<file path="src/rtl/ctl_pkg.sv">
// Shared definitions for the lap-counting sequencer.
//   estado_t      : FSM state encoding (IDLE=0, CARGA=1, CUENTA=2, PAUSA=3, FIN=4)
//   MODO_*        : counting mode codes; 2'b11 is treated as up
//   clogb2(v)     : number of bits needed to hold the value v (minimum 1)
package ctl_pkg;

    typedef enum logic [2:0] {
        IDLE   = 3'd0,
        CARGA  = 3'd1,
        CUENTA = 3'd2,
        PAUSA  = 3'd3,
        FIN    = 3'd4
    } estado_t;

    localparam logic [1:0] MODO_UP   = 2'b00;
    localparam logic [1:0] MODO_DOWN = 2'b01;
    localparam logic [1:0] MODO_PP   = 2'b10;

    function automatic int clogb2(input int valor);
        int v;
        int n;
        v = valor;
        n = 0;
        while (v > 0) begin
            n = n + 1;
            v = v >> 1;
        end
        if (n == 0) n = 1;
        return n;
    endfunction

endpackage

</file>
<file path="src/rtl/control_contador_vueltas_contador.sv">
// Loadable modulo-MODULO up/down counter.
//   clock    : system clock, rising edge
//   reset    : asynchronous, active-low
//   load     : load valor this cycle (overrides enable)
//   valor    : value to load
//   enable   : take one step in the direction given by up
//   up       : 1 = count up, 0 = count down
//   cuenta   : current count
//   terminal : cuenta is at the wrap point for the current direction
//              (MODULO-1 going up, 0 going down)
module contador_carga #(
    parameter int MODULO = 16,
    parameter int WC     = 4
) (
    input  logic          clock,
    input  logic          reset,
    input  logic          load,
    input  logic [WC-1:0] valor,
    input  logic          enable,
    input  logic          up,
    output logic [WC-1:0] cuenta,
    output logic          terminal
);

    localparam logic [WC-1:0] MAX_C = WC'(MODULO - 1);

    always_ff @(posedge clock or negedge reset) begin
        if (!reset) begin
            cuenta <= '0;
        end else if (load) begin
            cuenta <= valor;
        end else if (enable) begin
            if (up) cuenta <= (cuenta == MAX_C) ? '0 : cuenta + 1'b1;
            else    cuenta <= (cuenta == '0) ? MAX_C : cuenta - 1'b1;
        end
    end

    assign terminal = up ? (cuenta == MAX_C) : (cuenta == '0);

endmodule

</file>
<file path="src/rtl/control_contador_vueltas.sv">
// Lap sequencer: on start, runs a modulo-MODULO counter for num_vueltas
// complete laps in up, down or ping-pong mode, with pause, abort and an
// external tick enable.
//
// Handshake: start is sampled only while idle (busy=0); a start seen there
// latches modo/num_vueltas and raises busy on the next cycle. busy stays high
// through the final cycle, in which done pulses for exactly one cycle. An
// abort returns to idle without a done pulse. A start level still high when
// idle is reached again begins a new run.
//
// Ports:
//   clock, reset    : rising-edge clock, asynchronous active-low reset
//   start           : start command
//   modo            : 00 up, 01 down, 10 ping-pong, 11 up
//   num_vueltas     : laps to run (0 finishes immediately after loading)
//   tick            : step enable
//   pausa           : hold everything while high
//   abort           : synchronous abort, highest priority after reset
//   busy, done      : run in progress / one-cycle completion pulse
//   cuenta, dir     : current count and direction (1 = up)
//   vuelta          : laps completed in the current or last run
//   fin_cuenta      : cuenta at the terminal value for dir
//   estado          : current FSM state (debug)
module control_contador_vueltas
    import ctl_pkg::*;
#(
    parameter int  MODULO      = 16,
    parameter int  MAX_VUELTAS = 255,
    localparam int WC          = clogb2(MODULO - 1),
    localparam int WV          = clogb2(MAX_VUELTAS)
) (
    input  logic          clock,
    input  logic          reset,
    input  logic          start,
    input  logic [1:0]    modo,
    input  logic [WV-1:0] num_vueltas,
    input  logic          tick,
    input  logic          pausa,
    input  logic          abort,
    output logic          busy,
    output logic          done,
    output logic [WC-1:0] cuenta,
    output logic          dir,
    output logic [WV-1:0] vuelta,
    output logic          fin_cuenta,
    output logic [2:0]    estado
);

    localparam logic [WC-1:0] MAX_C = WC'(MODULO - 1);

    estado_t       estado_q, estado_d;
    logic [1:0]    modo_q;
    logic [WV-1:0] vueltas_q;
    logic          dir_q, dir_d;
    logic [WV-1:0] vuelta_q, vuelta_d;
    logic [WV-1:0] vuelta_inc;
    logic          latch;
    logic          paso;
    logic          cnt_load;
    logic [WC-1:0] cnt_valor;
    logic          cnt_enable;
    logic          terminal;

    contador_carga #(
        .MODULO (MODULO),
        .WC     (WC)
    ) u_contador (
        .clock    (clock),
        .reset    (reset),
        .load     (cnt_load),
        .valor    (cnt_valor),
        .enable   (cnt_enable),
        .up       (dir_q),
        .cuenta   (cuenta),
        .terminal (terminal)
    );

    always_ff @(posedge clock or negedge reset) begin
        if (!reset) begin
            estado_q  <= IDLE;
            modo_q    <= '0;
            vueltas_q <= '0;
            dir_q     <= 1'b1;
            vuelta_q  <= '0;
        end else begin
            estado_q <= estado_d;
            dir_q    <= dir_d;
            vuelta_q <= vuelta_d;
            if (latch) begin
                modo_q    <= modo;
                vueltas_q <= num_vueltas;
            end
        end
    end

    assign vuelta_inc = vuelta_q + 1'b1;

    always_comb begin
        estado_d   = estado_q;
        dir_d      = dir_q;
        vuelta_d   = vuelta_q;
        latch      = 1'b0;
        paso       = 1'b0;
        cnt_load   = 1'b0;
        cnt_valor  = '0;
        cnt_enable = 1'b0;

        if (abort && estado_q != IDLE) begin
            // Everything freezes where it is; no done pulse.
            estado_d = IDLE;
        end else begin
            case (estado_q)
                IDLE: begin
                    if (start) begin
                        estado_d = CARGA;
                        latch    = 1'b1;
                    end
                end
                CARGA: begin
                    cnt_load  = 1'b1;
                    cnt_valor = (modo_q == MODO_DOWN) ? MAX_C : '0;
                    dir_d     = (modo_q != MODO_DOWN);
                    vuelta_d  = '0;
                    estado_d  = (vueltas_q == '0) ? FIN : CUENTA;
                end
                CUENTA: begin
                    if (pausa) estado_d = PAUSA;
                    else       paso     = tick;
                end
                PAUSA: begin
                    // Leaving the pause can already step in the same cycle.
                    if (!pausa) begin
                        estado_d = CUENTA;
                        paso     = tick;
                    end
                end
                FIN: begin
                    estado_d = IDLE;
                end
                default: begin
                    estado_d = IDLE;
                end
            endcase

            if (paso) begin
                if (terminal) begin
                    vuelta_d = vuelta_inc;
                    if (modo_q == MODO_PP) begin
                        // Turnaround: skip the end value so it is not repeated.
                        cnt_load  = 1'b1;
                        cnt_valor = dir_q ? (MAX_C - 1'b1) : WC'(1);
                        dir_d     = ~dir_q;
                    end else begin
                        cnt_enable = 1'b1;
                    end
                    if (vuelta_inc == vueltas_q) estado_d = FIN;
                end else begin
                    cnt_enable = 1'b1;
                end
            end
        end
    end

    assign busy       = (estado_q != IDLE);
    assign done       = (estado_q == FIN);
    assign dir        = dir_q;
    assign vuelta     = vuelta_q;
    assign fin_cuenta = terminal;
    assign estado     = estado_q;

endmodule
</file>
<file path="config.mk">
export PLATFORM = sky130hd
export DESIGN_NAME = control_contador_vueltas
export DESIGN_NICKNAME = d
export VERILOG_FILES = /design/src/rtl/ctl_pkg.sv /design/src/rtl/control_contador_vueltas_contador.sv /design/src/rtl/control_contador_vueltas.sv
export SDC_FILE = /design/constraint.sdc
export NUM_CORES = 1
export LEC_CHECK = 0
export CORE_MARGIN = 2
export CORE_UTILIZATION = 53
export CTS_BUF_LIST = sky130_fd_sc_hd__clkbuf_8
export CTS_CLUSTER_DIAMETER = 80
export DETAILED_ROUTE_END_ITERATION = 6
export MAX_ROUTING_LAYER = met4
export PLACE_DENSITY = 0.83
export REMOVE_ABC_BUFFERS = 1
export SKIP_CTS_REPAIR_TIMING = 1
export SYNTH_ARGS = -nofsm -noshare
export SYNTH_HDL_FRONTEND = slang
export SYNTH_SLANG_ARGS = --single-unit
</file>
<file path="constraint.sdc">
create_clock -name clock -period 2.93 [get_ports clock]
set_clock_uncertainty 0.05 [all_clocks]
set_input_delay 0.293 -clock clock [delete_from_list [all_inputs] [get_ports clock]]
set_output_delay 0.293 -clock clock [all_outputs]
set_load 0.02 [all_outputs]
</file>
* After elaboration in Yosys (flattened, before gate mapping)
Cells that the tools add are included.
** Cells by class
- Bitwise gates (word level) :: 1
- Equal/unequal tests :: 9
- $add $sub $neg :: 3
- Muxes and demuxes :: 44
- Reductions and logical operators :: 7
** Operator list (number)
- 4-bit 2-to-1 mux :: 12
- 3-bit 2-to-1 mux :: 8
- 8-bit 2-to-1 mux :: 3
- 1-bit 2-to-1 mux :: 20
- 3-bit case mux with 4 select lines :: 1
- 8-bit by 1-bit adder with 8-bit output, second input constant :: 1
- 8-bit == test :: 1
- 8-bit logical NOT :: 1
- 3-bit by 2-bit == test with 1-bit output, second input constant :: 2
- 4-bit by 1-bit adder with 4-bit output, second input constant :: 1
- 4-bit == test, second input constant :: 1
- 4-bit logical NOT :: 1
- 4-bit by 1-bit subtractor with 4-bit output, second input constant :: 1
- 3-bit by 1-bit == test with 1-bit output, second input constant :: 1
- 3-bit == test, second input constant :: 1
- 3-bit logical NOT :: 1
- 3-bit nonzero test :: 1
- 2-bit by 1-bit == test with 1-bit output, second input constant :: 1
- 2-bit == test, second input constant :: 1
- 2-bit by 1-bit != test with 1-bit output, second input constant :: 1
- 2-bit nonzero test :: 1
- 2-bit OR reduction :: 1
- 1-bit logical AND :: 1
- 1-bit inverter :: 1
** Word-level totals
- Input bits :: 16
- Output and inout port bits :: 19
- Logic and storage cells :: 70
- Flip-flop bits (word level) :: 26

* Logic depth before layout (Yosys ltp)
- Depth after elaboration :: 8
- Depth in mapped cells :: 8
- Mapped depth without buffers :: 7

* Modules after synthesis
Synthesis repeated with hierarchy kept, for this count alone.
** Second synthesis, totals
- Cell total of the unflattened synthesis :: 178
- Area, all modules :: 1654.1 µm²
** By module, submodules not included
- control_contador_vueltas :: seq. area each 551.8 µm², area each 1300.0 µm², instances 1, cells each 137
- contador_carga :: seq. area each 100.1 µm², area each 354.1 µm², instances 1, cells each 41

* Worst setup path before layout
Ideal clock, no wire load.
- Path type :: flip-flop to flip-flop
- Start :: register u_contador.cuenta[0]
- End :: register vuelta_q[6], in the netlist vuelta[6]
- Arrival :: 2070 ps
- Path buffers :: 1
- Period minus slack after synthesis :: 2224 ps
- Required time :: 2776 ps
- Stages on the path, launching flop included :: 9
- Slack :: 706 ps
- Library setup time :: 104 ps
- Cell sequence :: dfrtp_1 -> inv_1 -> ha_1 -> or4b_4 -> a221o_1 -> buf_6 -> nor2_1 -> o21ai_0 -> o41ai_2
** Between the ends
- Word-level cells in the longest chain between the ends :: 4
- Elaborated cells between the ends (all ways) :: 5
- Classes of those cells :: eq/ne: 1; mux: 3; reduce/logical: 1
** RTL lines
- start, declared :: line control_contador_vueltas_contador.sv:21 : output logic [WC-1:0] cuenta,
- start signal, assigned :: line control_contador_vueltas_contador.sv:31 : cuenta <= valor;
- start signal, assigned :: line control_contador_vueltas_contador.sv:33 : if (up) cuenta <= (cuenta == MAX_C) ? '0 : cuenta + 1'b1;
- start signal, assigned :: line control_contador_vueltas_contador.sv:34 : else cuenta <= (cuenta == '0) ? MAX_C : cuenta - 1'b1;
- 4-bit == test or 4-bit logical NOT (tied branches) :: line control_contador_vueltas_contador.sv:38 : assign terminal = up ? (cuenta == MAX_C) : (cuenta == '0);
- 1-bit 2-to-1 mux (*) :: line control_contador_vueltas_contador.sv:38
- 8-bit 2-to-1 mux (*) :: line control_contador_vueltas.sv:146 : if (terminal) begin
- 8-bit 2-to-1 mux (*) :: line control_contador_vueltas.sv:145 : if (paso) begin
- end signal, assigned :: line control_contador_vueltas.sv:88 : vuelta_q <= vuelta_d;
- end, declared :: line control_contador_vueltas.sv:55 : logic [WV-1:0] vuelta_q, vuelta_d;
Every way passes the cells marked *; elsewhere a longest branch is shown, timed or not.
A chain may end at the register's enable or synchronous reset.

* Worst setup path after layout
- Start :: register u_contador.cuenta[0]
- End :: output fin_cuenta
** Between the ends
- Word-level cells in the longest chain between the ends :: 2
- Elaborated cells between the ends (all ways) :: 3
- Classes of those cells :: eq/ne: 1; mux: 1; reduce/logical: 1
** RTL lines
- 4-bit == test or 4-bit logical NOT (tied branches) :: line control_contador_vueltas_contador.sv:38
- 1-bit 2-to-1 mux (*) :: line control_contador_vueltas_contador.sv:38
- end, declared :: line control_contador_vueltas.sv:45 : output logic fin_cuenta,
Marked as above.

==> results.ini <==
[logic_synthesis]
synth_top_area_share_pct = 37.9
synth_area_leaders = dfrtp_1 38%, mux2_2 6.1%, xnor2_1 4.8%
synthArstFlopShare_pct = 100
ys_ff_latch = 26
syn-mean-instance-area_sq_um = 10.0
netlist_area_sq_um = 1650
netlist_top_cells_count = 25 x dfrtp_1, 11 x nor2_1, 10 x inv_1
ys.flop_type = dfrtp_1
yosysMostFrequentCell = dfrtp_1
syn-instance-count = 165
synth-edff-count = 0
ys_seq_area_share_pct = 39.4
synth_top_cell_by_area = dfrtp_1
yosys.cell_types.count = 50
yosysWarnings = 0

[power_and_ir_drop]
pwr-share-seq_pct = 41.1
ir_drop_uv = 491
power_density_nw_per_um2 = 658
power.total_w = 0.00136
power_switching_w = 0.000508
switching_share_pct = 37.3
power_frac_comb_pct = 42.0
power_frac_clock_pct = 16.9
p_leak_nw = 0.834
p_int_w = 0.000853

[sta]
period_share_pct = 89.1
worstMarginPinSlew_ps = 601
period_minus_slack_ps = 2610
relSlewSlack_pct = 59.6
rsz0062_at_grt = false
finalHoldViolations = 0
final-setup-viol-count = 0
slew_viol_final = 0
max_clock_freq_mhz = 383
fin_setup_tns_ps = 0
whs_ps = 332

[clock_tree]
clockRootBuffer = clkbuf_8
insertion_delay_ps = 260
htreeDepth = 1
clock_path_buffers = 2
cts_tree = done
clkTransAtPathRegs_ps = 90
cts.sinks = 26
cts_buffers = 3

[grt]
grt_pass1_wl_mm = 6.31
grt_max_degree = 27
track_usage_pct = 24.1
antenna_found_initial = 0
overflow = 0
grt_pass1_vias = 1357

[critical_path]
cp_slowest_cell = clkdlybuf4s50_1
crit_path_max_fanout = 7
path_cells = inv_1, ha_1, or4b_4, nand2_1, clkdlybuf4s50_1
r2r-start = u_contador.cuenta[0]$_DFFE_PN0P_
slowest_delay_ps = 600
critical-path-top-delay-family = buffers and inverters
reg2reg_to = vuelta[3]$_DFFE_PN0N_
cp.required_ps = 2590
rr_worst_depth = 7
crit_path_start_kind = flop
worst_setup_path_end_kind = output port
cp.arrival_ps = 2270
reg2reg_slack_ps = 450
critical_path_class = flop to output port
worst-path-buf-inv = 2

[route]
route.antenna.remaining_nets = 0
drc = 0
vias = 1423
firstDrtPassIters = 4
totalWireLength_mm = 3.89
wire_per_inst_microns = 16.7
via_per_inst = 6.11
drt_iter0_drc = 48

[run_status]
status = finished clean

[floorplanning]
io_pins = 35
row_count = 20
initial_utilization_pct = 55.0
die_h_microns = 59.8
dieArea_sq_um = 3580
die_w_microns = 59.8
core-area_sq_um = 3000

[min_path]
hold_class = input pin to async pin

[placement]
io_buffers = 34
place_congestion = 0.838
dp_hpwl_mm = 3.00

[layout]
diodes = 0
num-nets-final = 220
drive_gt1_share_pct = 12.5
area_delta_synth_final_pct = 25.1
finish.utilization_pct = 68.9

[run]
drv_cap = 0

metrics by stage:
step	setup slack, ps	instance area, sq um	instances
floorplan	631	1620	160
global placement	617	2010	229
detailed placement	516	2010	229
CTS	322	2070	233
global route	225	2070	233
finish	320	2070	233
cells by family after synthesis:
group	after synthesis	share of synthesized area, %
XOR/XNOR	13	6.89
AND/OR/NAND/NOR	52	18.0
adder cells (fa/ha/maj)	3	2.27
multiplexers	11	7.34
AO/OA/AOI/OAI	45	21.6
flip-flops	26	39.4
buffers and inverters	15	4.47
worst max-delay path by stage:
stage | start | to | slack, ps | depth (start not counted)
2_1_floorplan | u_contador.cuenta[0]$_DFFE_PN0P_ | vuelta[7]$_DFFE_PN0N_ | 630 | 7
3_3_place_gp | tick | vuelta[7]$_DFFE_PN0N_ | 620 | 6
3_5_place_dp | u_contador.cuenta[0]$_DFFE_PN0P_ | vuelta[7]$_DFFE_PN0N_ | 520 | 7
4_1_cts | u_contador.cuenta[0]$_DFFE_PN0P_ | fin_cuenta | 320 | 5
5_1_grt | u_contador.cuenta[0]$_DFFE_PN0P_ | fin_cuenta | 230 | 5
6_report | u_contador.cuenta[0]$_DFFE_PN0P_ | fin_cuenta | 320 | 5
power groups by stage:
| stage | registers (W) | logic (W) | clock network (W) |
|---|---|---|---|
| final | 0.000559 | 0.000572 | 0.000230 |
| after global routing | 0.000574 | 0.000623 | 0.000249 |
| after CTS | 0.000558 | 0.000570 | 0.000236 |
| after detailed placement | 0.000566 | 0.000567 | 0 |
| after global placement | 0.000558 | 0.000558 | 0 |
| after floorplan | 0.000584 | 0.000337 | 0 |
state kept, by name, indices dropped and copies added, names as in the netlist:
register / cells
vueltas_q: 8
estado: 3
modo_q: 2
u_contador.cuenta: 4
vuelta: 8
dir: 1
area by class of cell:
| type | instances | area, sq um |
|---|---|---|
| fill | 237 | 935 |
| clock buffer | 4 | 55.1 |
| timing repair buffer | 36 | 355 |
| sequential | 26 | 652 |
| inverter | 10 | 37.5 |
| multi-input combinational | 124 | 927 |
| tap | 33 | 41.3 |
placed cells by master (no fill, tap or decap), types with 9 or more instances in the layout:
| cell type | netlist | layout |
|---|---|---|
| nor2_1 | 11 | 11 |
| nand2_1 | 9 | 9 |
| dfrtp_1 | 25 | 25 |
| clkdlybuf4s50_1 | 0 | 34 |
| xnor2_1 | 9 | 9 |
| inv_1 | 10 | 10 |
| mux2_2 | 9 | 9 |
metal layers:
layer,vias up,global-route usage [%],share of wire (%)
li1,681,-,-
met1,705,32.8,48
met2,31,37.6,48
met3,6,2.60,3.0
met4,0,7.30,1.3
met5,-,-,0
Power figures use the tool's default switching activity.
